==> config.mk <==
export PLATFORM = sky130hd
export DESIGN_NAME = imem_loader
export DESIGN_NICKNAME = d
export VERILOG_FILES = /design/src/rtl/imem_loader_pkg.sv /design/src/rtl/imem_loader_byte_packer.sv /design/src/rtl/imem_loader.sv
export SDC_FILE = /design/constraint.sdc
export NUM_CORES = 1
export LEC_CHECK = 0
export CORE_ASPECT_RATIO = 1.2
export CORE_UTILIZATION = 58
export CTS_CLUSTER_DIAMETER = 120
export DETAILED_ROUTE_END_ITERATION = 7
export PLACE_DENSITY = 0.85
export SYNTH_ARGS = -nofsm -noshare
export SYNTH_HDL_FRONTEND = slang
export SYNTH_SLANG_ARGS = --single-unit
==> constraint.sdc <==
create_clock -name clk -period 5.5 [get_ports clk]
set_clock_uncertainty 0.05 [all_clocks]
set_input_delay 1.1 -clock clk [delete_from_list [all_inputs] [get_ports clk]]
set_output_delay 1.1 -clock clk [all_outputs]
set_load 0.02 [all_outputs]
==> src/rtl/imem_loader_pkg.sv <==
// Shared definitions for the instruction-memory boot loader.
package imem_loader_pkg;

  typedef enum logic [2:0] {
    S_IDLE,
    S_COUNT,
    S_DATA,
    S_WRITE,
    S_CHECK,
    S_DONE,
    S_ERR
  } state_t;

  localparam int unsigned BYTES_PER_WORD = 4;
  localparam int unsigned BYTE_W         = 8;

endpackage

==> src/rtl/imem_loader_byte_packer.sv <==
// Assembles stream bytes MSB-first into a word and keeps a running XOR checksum.
module byte_packer #(
  parameter int unsigned DataSize = 32
) (
  input  logic                clk,
  input  logic                rst,
  input  logic                clear,
  input  logic                shift,
  input  logic [7:0]          data,
  output logic                word_full,
  output logic [DataSize-1:0] word,
  output logic [7:0]          checksum
);
  import imem_loader_pkg::*;

  logic [1:0] idx;

  // Asserted on the transfer that completes a word; the assembled word is valid the cycle after.
  assign word_full = shift && (idx == 2'(BYTES_PER_WORD - 1));

  always_ff @(posedge clk) begin
    if (rst || clear) begin
      word     <= '0;
      idx      <= '0;
      checksum <= '0;
    end else if (shift) begin
      word     <= {word[DataSize-BYTE_W-1:0], data};
      idx      <= idx + 2'd1;
      checksum <= checksum ^ data;
    end
  end

endmodule

==> src/rtl/imem_loader.sv <==
// Boot-time program loader: framed byte stream -> instruction memory writes, core held in reset until verified.
module imem_loader #(
  parameter int DataSize = 32,
  parameter int PCsize   = 6
) (
  input  logic                clk,
  input  logic                rst,
  input  logic                start,
  input  logic                in_valid,
  input  logic [7:0]          in_data,
  output logic                in_ready,
  output logic                mem_we,
  output logic [PCsize-1:0]   mem_addr,
  output logic [DataSize-1:0] mem_wd,
  output logic                cpu_rst,
  output logic                busy,
  output logic                done,
  output logic                error,
  output logic [PCsize:0]     words_loaded
);
  import imem_loader_pkg::*;

  localparam int unsigned     CAPACITY = 1 << PCsize;
  localparam logic [PCsize:0] WL_ONE   = (PCsize+1)'(1);

  state_t                state, state_nx;
  logic [PCsize:0]       count_n;
  logic [PCsize-1:0]     addr;
  logic [PCsize:0]       loaded_nx;
  logic                  xfer, last_word;
  logic                  load_start, count_ok, count_bad, write_word, check_ok, check_bad;
  logic                  word_full;
  logic [DataSize-1:0]   word;
  logic [7:0]            checksum;

  assign in_ready  = (state == S_COUNT) || (state == S_DATA) || (state == S_CHECK);
  assign xfer      = in_valid && in_ready;
  assign loaded_nx = words_loaded + WL_ONE;
  assign last_word = (loaded_nx == count_n);

  byte_packer #(.DataSize(DataSize)) u_packer (
    .clk       (clk),
    .rst       (rst),
    .clear     (load_start),
    .shift     (xfer && (state == S_DATA)),
    .data      (in_data),
    .word_full (word_full),
    .word      (word),
    .checksum  (checksum)
  );

  always_ff @(posedge clk) begin
    if (rst) state <= S_IDLE;
    else     state <= state_nx;
  end

  always_comb begin
    state_nx   = state;
    load_start = 1'b0;
    count_ok   = 1'b0;
    count_bad  = 1'b0;
    write_word = 1'b0;
    check_ok   = 1'b0;
    check_bad  = 1'b0;
    case (state)
      S_IDLE, S_DONE, S_ERR: begin
        if (start) begin
          state_nx   = S_COUNT;
          load_start = 1'b1;
        end
      end
      S_COUNT: begin
        if (xfer) begin
          if (in_data == '0 || 32'(in_data) > CAPACITY) begin
            count_bad = 1'b1;
            state_nx  = S_ERR;
          end else begin
            count_ok  = 1'b1;
            state_nx  = S_DATA;
          end
        end
      end
      S_DATA: begin
        if (word_full) state_nx = S_WRITE;
      end
      S_WRITE: begin
        write_word = 1'b1;
        state_nx   = last_word ? S_CHECK : S_DATA;
      end
      S_CHECK: begin
        if (xfer) begin
          if (in_data == checksum) begin
            check_ok = 1'b1;
            state_nx = S_DONE;
          end else begin
            check_bad = 1'b1;
            state_nx  = S_ERR;
          end
        end
      end
      default: state_nx = S_IDLE;
    endcase
  end

  // Registered outputs and datapath follow the strobes decoded above so they stay in step with the FSM.
  always_ff @(posedge clk) begin
    if (rst) begin
      cpu_rst      <= 1'b1;
      mem_we       <= 1'b0;
      mem_addr     <= '0;
      mem_wd       <= '0;
      busy         <= 1'b0;
      done         <= 1'b0;
      error        <= 1'b0;
      words_loaded <= '0;
      count_n      <= '0;
      addr         <= '0;
    end else begin
      mem_we <= 1'b0;
      if (load_start) begin
        done         <= 1'b0;
        error        <= 1'b0;
        words_loaded <= '0;
        busy         <= 1'b1;
        cpu_rst      <= 1'b1;
      end
      if (count_ok) begin
        count_n <= (PCsize+1)'(in_data);
        addr    <= '0;
      end
      if (count_bad || check_bad) begin
        busy  <= 1'b0;
        error <= 1'b1;
      end
      if (write_word) begin
        mem_we       <= 1'b1;
        mem_addr     <= addr;
        mem_wd       <= word;
        addr         <= addr + PCsize'(1);
        words_loaded <= loaded_nx;
      end
      if (check_ok) begin
        busy    <= 1'b0;
        done    <= 1'b1;
        cpu_rst <= 1'b0;
      end
    end
  end

endmodule
======== After elaboration in Yosys (flattened, before gate mapping) ========
Cells that the tools add are included.
cells by class
  $add $sub $neg .......................... 3
  $lt $le $gt $ge ......................... 1
  equal/unequal tests ..................... 13
  multiplexer cells ....................... 33
  bitwise logic cells ..................... 1
  reductions and logical operators ........ 17
operator list
  cell                 count
  $mux 1               21
  $mux 3               6
  $pmux 3 s5           1
  $mux 7               2
  $mux 6               2
  $eq 3x3->1 const B   3
  $eq 8x8->1           1
  $gt 8x7->1 const B   1
  $logic_not 8->1      1
  $reduce_bool 2->1    4
  $xor 8x8->8          1
  $add 7x1->7 const B  1
  $eq 7x7->1           1
  $add 6x1->6 const B  1
  $eq 3x2->1 const B   2
  $ne 2x2->1 const B   3
  $reduce_or 3->1      2
  $logic_or 1x1->1     5
  $reduce_and 4->1     1
  $eq 3x1->1 const B   1
  $logic_and 1x1->1    3
  $logic_not 3->1      1
  $add 2x1->2 const B  1
  $eq 2x2->1 const B   1
  2 further kinds      2
word-level totals
  bits in registers ....................... 108
  bits of input ports ..................... 12
  output and inout bits ................... 51
  word-level logic and storage cells ...... 82

======== Longest topological paths before layout ========
Gate-level depths: netlist of the first run.
  depth after elaboration ................. 8
  gate-level depth with buffers ........... 8
  depth with buffers taken out ............ 6

======== By module ========
A second synthesis of the first run with hierarchy kept.
second synthesis, totals
  cell total of the unflattened synthesis .. 517
  area total of the unflattened synthesis .. 4600.7 µm²
by module, submodules not included
  module       times used  cells each  area an instance (µm²)
  imem_loader  1           369         2947.8
  byte_packer  1           148         1652.8

======== Worst setup path before layout of the first run ========
Ideal clock, no wire load.
  path type ............................... in2reg
  start ................................... in in_data[2]
  end ..................................... reg addr[2]
  setup time .............................. 74 ps
  data arrival time ....................... 2867 ps
  required time ........................... 5376 ps
  slack ................................... 2509 ps
  stages on the path ...................... 6
  cell sequence ........................... or4_1 or4_1 and4b_1 buf_6 or3_4 a31oi_2
on the way
  cells in the longest elaborated chain, start to end .. 6
  elaborated cells on any way between the ends .. 7
ends and longest elaborated chain
  element                                        line                source
  start, declared                                imem_loader.sv:10   input logic [7:0] in_data,
  $gt 8x7->1 or $logic_not 8->1 (tied branches)  imem_loader.sv:74   if (in_data == '0 || 32'(in_data) > CAPACITY) begin
  $logic_or 1x1->1 *                             imem_loader.sv:74
  $mux 1 *                                       imem_loader.sv:74
  $mux 1 *                                       imem_loader.sv:73   if (xfer) begin
  $mux 1 *                                       imem_loader.sv:65   case (state)
  $reduce_bool 2->1 (no source line) *           -
  end signal, assigned                           imem_loader.sv:139  addr <= addr + PCsize'(1);
  end, declared                                  imem_loader.sv:28   logic [PCsize-1:0] addr;
Every way passes the cells marked *; elsewhere a longest branch is shown, timed or not.
A chain may end at the register's enable or synchronous reset.

======== Worst setup path after layout of the first run ========
Same ends and word-level chain as after synthesis.

==> results of run 1 <==
layout make-up:
class	instances	area [µm²]
tap	87	109
clock inverter	4	32.5
fill	532	1880
multi-input combinational	373	1980
timing repair buffer	66	646
inverter	3	11.3
clock buffer	11	151
sequential	108	2160
metal layers:
layer | GRT usage, % | up-vias | share of wire, %
li1 | - | 1803 | -
met1 | 30.4 | 1721 | 43
met5 | 0 | - | 0
met4 | 12.6 | 0 | 2.4
met3 | 4.83 | 21 | 4.0
met2 | 45.9 | 96 | 50
placed cells by master, fill, tap and decap left out, types with 5 or more instances in the layout:
| cell type | instances |
|---|---|
| a21oi_1 | 86 |
| xor2_1 | 12 |
| nand2_1 | 147 |
| clkbuf_8 | 11 |
| clkdlybuf4s50_1 | 61 |
| xnor2_1 | 19 |
| nor2_1 | 33 |
| mux2i_1 | 7 |
| dfxtp_1 | 108 |
| or3_1 | 5 |
| nand3_1 | 7 |
report_power, final:
group | internal [µW] | switching, µW | leakage (µW)
sequential | 829 | 59.7 | 0.000872
clock | 191 | 264 | 0.0000884
combinational | 149 | 280 | 0.000734
total | 1170 | 603 | 0.00169
synthesized netlist by cell type, types with 2 or more instances:
cell type,count
ha_1,3
nor2_1,35
or3_1,5
o21a_1,2
or4_1,2
nand2_1,147
nand3_1,7
o22a_1,2
a31oi_2,2
mux2_2,4
a21oi_1,86
nand4_1,4
buf_1,2
inv_1,3
dfxtp_1,108
a22o_1,4
xor2_1,12
clkbuf_1,30
xnor2_1,19
nand2b_1,4
and2_1,3
mux2i_1,7
o21ai_0,4
and3_1,3
nor2b_1,2
nand3b_1,2
worst max-delay path by stage:
stage	from	endpoint	slack (ns)	depth (start not counted)
2_1_floorplan	in_data[2]	addr[2]	2.51	6
3_3_place_gp	in_data[2]	addr[5]	1.88	6
3_5_place_dp	in_data[2]	addr[2]	1.83	6
4_1_cts	in_data[2]	addr[2]	2.19	6
5_1_grt	in_data[2]	addr[5]	2.05	6
6_report	in_data[2]	addr[2]	2.15	6
per-stage QoR:
stage,area [µm²],util (%),cells
global placement,4910,70.4,637
floorplan,4280,-,517
finish,5090,73.0,652
global route,5090,73.0,652
detailed placement,4910,70.4,637
CTS,5090,73.0,652
worst min-delay path, stage by stage, from the launching register on:
cell,delay [ns]
dfxtp_1,0.32
nand2_1,0.05
a21oi_1,0.05
logic make-up (layout without fill, tap and decap cells):
family | Yosys count | count (layout) | synth area share [%]
AOI/OAI and AO/OA | 108 | 108 | 14.1
muxes | 11 | 11 | 2.69
adders and majority gates | 3 | 3 | 0.877
xor gates and xnor gates | 32 | 32 | 6.87
buffers and inverters | 36 | 84 | 3.33
DFF | 108 | 108 | 50.5
and+or+nand+nor | 219 | 219 | 21.6
state kept, by name (all words and copies together), names as in the netlist, 2 cells and up:
signal and count:
u_packer.idx 2, words_loaded 7, mem_wd 32, state 3, addr 6, u_packer.word 32
mem_addr 6, count_n 7, u_packer.checksum 8
==> reports/summary.txt, run 1 <==
worst hold slack - 0.406 ns
Syn Inst Count - 517
Vias/cell - 5.58
final setup vio count - 0
Tot GR Track Use - 26.1%
worst-margin pin slew - 1.21 ns
Initial Util - 61.4%
critical path endpoint category - register
Num CTS Buffers - 9
buffers and inverters on the worst path - 1
RR Endpoint - addr[2]
highest clock rate - 0.299 GHz
dpl hpwl - 6220 µm
Syn. warnings - 0
Hold Crit Depth - 2
Hold Crit Class - register to register
reg2reg setup slack - 3.17 ns
critical path class - input port to register
largest cells by area after synthesis - dfxtp_1 (50%), nand2_1 (13%), a21oi_1 (10%)
initial antenna violation count - 0
hold-fix buffers at CTS - 0
RSZ-0062 raised after global routing - false
#FFs+latches synth - 108
Die Ht - 96.1 µm
Core Region - 0.00698 mm²
TritonRoute pass-1 iters - 5
drc violations - 0
GRT overflow - 0
Hold Vio Cnt, Final - 0
drt total wl - 9240 µm
port buffer count - 62
Max Buffers Root-to-Sink - 2
kind of cell adding the most delay to the critical path - simple AND/OR/NAND/NOR gates
most frequent CP cell - or4_1
setup tns final - 0 ns
CP Data Required Time - 5.74 ns
status - finished clean
Mean Syn Cell Area - 8.28 µm²
Hold Path Origin - u_packer.word[29]
Place WS - 1.83 ns
Cell Pwr Density - 348 mW/mm²
global-route wire length before repair - 15600 µm
Die Footprint - 0.00773 mm²
Crit-path slowest cell - or4_1
worst-path cell chain - clkdlybuf4s50_1, or4_1, or4_1, and4b_1, or3_4, a31oi_2
H-tree levels - 3
Iteration-0 DRC Markers - 237
R2R Path Start - state[1]
wire per inst - 14.2 µm
asr flop ratio synth - 0%
CP peak stage delay - 0.58 ns
largest net degree at the start of global routing - 67
Site Rows - 33
max_cap viols - 0
Final Cycle Share - 60.9%
worst setup margin - 2.15 ns
Worst VDD drop - 236 µV
sequential element share of the synthesized area - 50.5%
Final Max Tran Viols - 0
synth-to-layout area growth - 19.0%
CTS tree - done
Placer Congestion - 0.788
number of setup buffers added after CTS - 0
cells on worst reg2reg path - 5
number of global-route vias before repair - 3514
WHS Endpoint - mem_wd[29]
Critical Path AT - 3.59 ns
vias - 3641
clk sink count - 108
synth unique cells - 41
antenna viol nets, final - 0
crit path max fanout - 9
Netlist Area Pre-Place - 0.00428 mm²
Root Buffer - clkbuf_8
relative slew slack - 19.5%
syn_nets - 532
# nets final - 576
leakage power - 0.00169 µW
post-layout minimum cycle time - 3.35 ns
post-synth top area share - 50.5%
die width - 80.4 µm
Post-synth EDFFs - 0
post-layout total power - 1770 µW
CP Launch Type - input port
Clock Pin Slew Worst Setup and Hold Paths - 0.10 ns
ys flop type - dfxtp_1
Ant. Diodes - 0
IO Count - 63
Worst-Skew Late Latency - 0.36 ns
ratio of cells with drive above 1 in the final layout - 5.31%
cts repair resizes - 0
cell accounting for the most synthesized area - dfxtp_1
No activity file was read; power rests on OpenSTA's default activity.
==> run 2, diff against run 1 <==
Settings changed: CORE_UTILIZATION 58 to 48, PLACE_DENSITY 0.85 to 0.75.
Clock period 5.5 ns to 3 ns, I/O delays scaled along.
==> reports/summary.txt, run 2 (synthesis results as in run 1) <==
status - finished clean
antenna viol nets, final - 0 (unchanged)
final setup vio count - 0 (unchanged)
Final Max Tran Viols - 0 (unchanged)
Max Buffers Root-to-Sink - 2 (unchanged)
worst setup path start - state[1]
Root Buffer - clkbuf_8
post-layout minimum cycle time - 2.67 ns
CP peak stage delay - 0.62 ns (+0.04 ns)
relative slew slack - 54.2% (+35 points)
CP Launch Type - register
worst-path cell chain - nor2_1, mux2_2, clkdlybuf4s50_1
Tot GR Track Use - 21.2% (-5.0 points)
FILL cells - 801 (+51%)
Cell Pwr Density - 630 mW/mm² (+81%)
Die Ht - 105 µm (+9.7%)
reg2reg setup slack - 0.74 ns (-2.43 ns)
setup tns final - 0 ns (unchanged)
Vias/cell - 5.23 (-6.4%)
Placer Congestion - 0.841 (+6.8%)
dpl hpwl - 6390 µm (+2.7%)
hold-fix buffers at CTS - 0 (unchanged)
initial antenna violation count - 0 (unchanged)
synth-to-layout area growth - 21.6%
leakage power - 0.00174 µW (+2.7%)
port buffer count - 62 (unchanged)
ratio of cells with drive above 1 in the final layout - 6.62% (+1.3 points)
Initial Util - 49.7% (-12 points)
WP depth - 3 (-3)
Hold Vio Cnt, Final - 0 (unchanged)
Worst VDD drop - 257 µV (+9.2%)
Iteration-0 DRC Markers - 192 (-19%)
Clock Pin Slew Worst Setup and Hold Paths - 0.10 ns (about the same)
Die Footprint - 0.00930 mm² (+20%)
cts repair resizes - 0 (unchanged)
# nets final - 584 (+1.4%)
Critical Path AT - 2.02 ns (-1.57 ns)
wire per inst - 13.2 µm (-6.6%)
worst setup margin - 0.329 ns (-1.82 ns)
number of global-route vias before repair - 3323 (-5.4%)
global-route wire length before repair - 15500 µm (-0.70%)
Core Region - 0.00861 mm² (+23%)
IO Count - 63 (unchanged)
Hold Crit Class - register to register
H-tree levels - 3 (unchanged)
drc violations - 0 (unchanged)
largest net degree at the start of global routing - 45 (-33%)
buffers and inverters on the worst path - 1 (unchanged)
R2R Path Start - state[1]
Final Cycle Share - 89.0%
critical path endpoint category - output port
Num CTS Buffers - 9 (unchanged)
highest-count cells in the layout ignoring fill and taps - nand2_1 (147), dfxtp_1 (108), a21oi_1 (86)
Crit-path slowest cell - dfxtp_1
die width - 88.2 µm (+9.7%)
critical path class - register to output port
CP Capture Point - in_ready
RSZ-0062 raised after global routing - false
RR Endpoint - addr[5]
CP Data Required Time - 2.35 ns (-3.39 ns)
max_cap viols - 0 (unchanged)
Largest regs - mem_wd x32, u_packer.word x32, u_packer.checksum x8
drt total wl - 9150 µm (-1.0%)
most common cell after layout, fill and taps aside - nand2_1
TritonRoute pass-1 iters - 4 (-1)
vias - 3613 (-0.77%)
Worst-Skew Late Latency - 0.38 ns (+0.02 ns)
number of setup buffers added after CTS - 0 (unchanged)
kind of cell adding the most delay to the critical path - flip-flops
highest clock rate - 0.374 GHz
worst-margin pin slew - 0.685 ns (-0.522 ns)
Place WS - 0.117 ns (-1.71 ns)
CTS tree - done
crit path max fanout - 13 (+4)
cells on worst reg2reg path - 4 (-1)
Ant. Diodes - 0 (unchanged)
clk sink count - 108 (unchanged)
Site Rows - 37 (+12%)
GRT overflow - 0 (unchanged)
run 2: cell count changes in the layout (fill, tap and decap cells not counted):
cell        delta
buf_4          +7
clkbuf_8       -2
clkinv_4       +2
buf_12         +1
clkbuf_1       +1
clkinv_8       +1
clkinvlp_4     -1
run 2: report_power, final:
part           total (µW)  internal [µW]  leakage (µW)  switching (µW)
Sequential           1630           1520      0.000872             114
Clock                 833            318     0.0000902             514
Combinational         814            298      0.000778             516
run 2: metrics by stage:
stage | hold slack, ns | instances | utilization (%) | total power, µW | area [µm²]
floorplan | 0.382 | 517 | - | 2220 | 4280
global placement | 0.392 | 675 | 58.3 | 2450 | 5020
detailed placement | 0.395 | 675 | 58.3 | 2470 | 5020
CTS | 0.409 | 691 | 60.5 | 3300 | 5210
global route | 0.427 | 691 | 60.5 | 3460 | 5210
finish | 0.408 | 691 | 60.5 | 3280 | 5210
run 2: area by class of cell:
type                    count  area (µm²)  area share (%)
clock inverters             6        58.8            1.13
repair buffers             74         718            13.8
multi-input cells         373        1980            38.1
well taps                 117         146            2.81
clock buffers              10         128            2.45
flip-flops and latches    108        2160            41.5
inverters                   3        11.3           0.216
run 2: worst min-delay path by stage:
| stage | endpoint | slack [ns] | depth (start not counted) | from |
|---|---|---|---|---|
| 6_report | mem_wd[29] | 0.41 | 2 | u_packer.word[29] |
| 3_3_place_gp | mem_wd[29] | 0.39 | 2 | u_packer.word[29] |
| 3_5_place_dp | mem_wd[29] | 0.39 | 2 | u_packer.word[29] |
| 5_1_grt | mem_wd[29] | 0.43 | 2 | u_packer.word[29] |
| 4_1_cts | mem_wd[29] | 0.41 | 2 | u_packer.word[29] |
| 2_1_floorplan | mem_wd[24] | 0.38 | 2 | u_packer.word[24] |
run 2: worst register-to-register path, stage by stage (launching register included):
cell     delay [ns]
dfxtp_1        0.62
nand3_1        0.62
nor2_1         0.58
nand2_1        0.14
a31oi_2        0.19
run 2: per-layer routing:
metal | up-vias | global-route usage [%] | share of wire (%)
li1 | 1819 | - | -
met1 | 1701 | 26.8 | 44
met2 | 78 | 34.2 | 50
met3 | 15 | 4.78 | 3.4
met4 | 0 | 8.87 | 2.3
met5 | - | 0 | 0
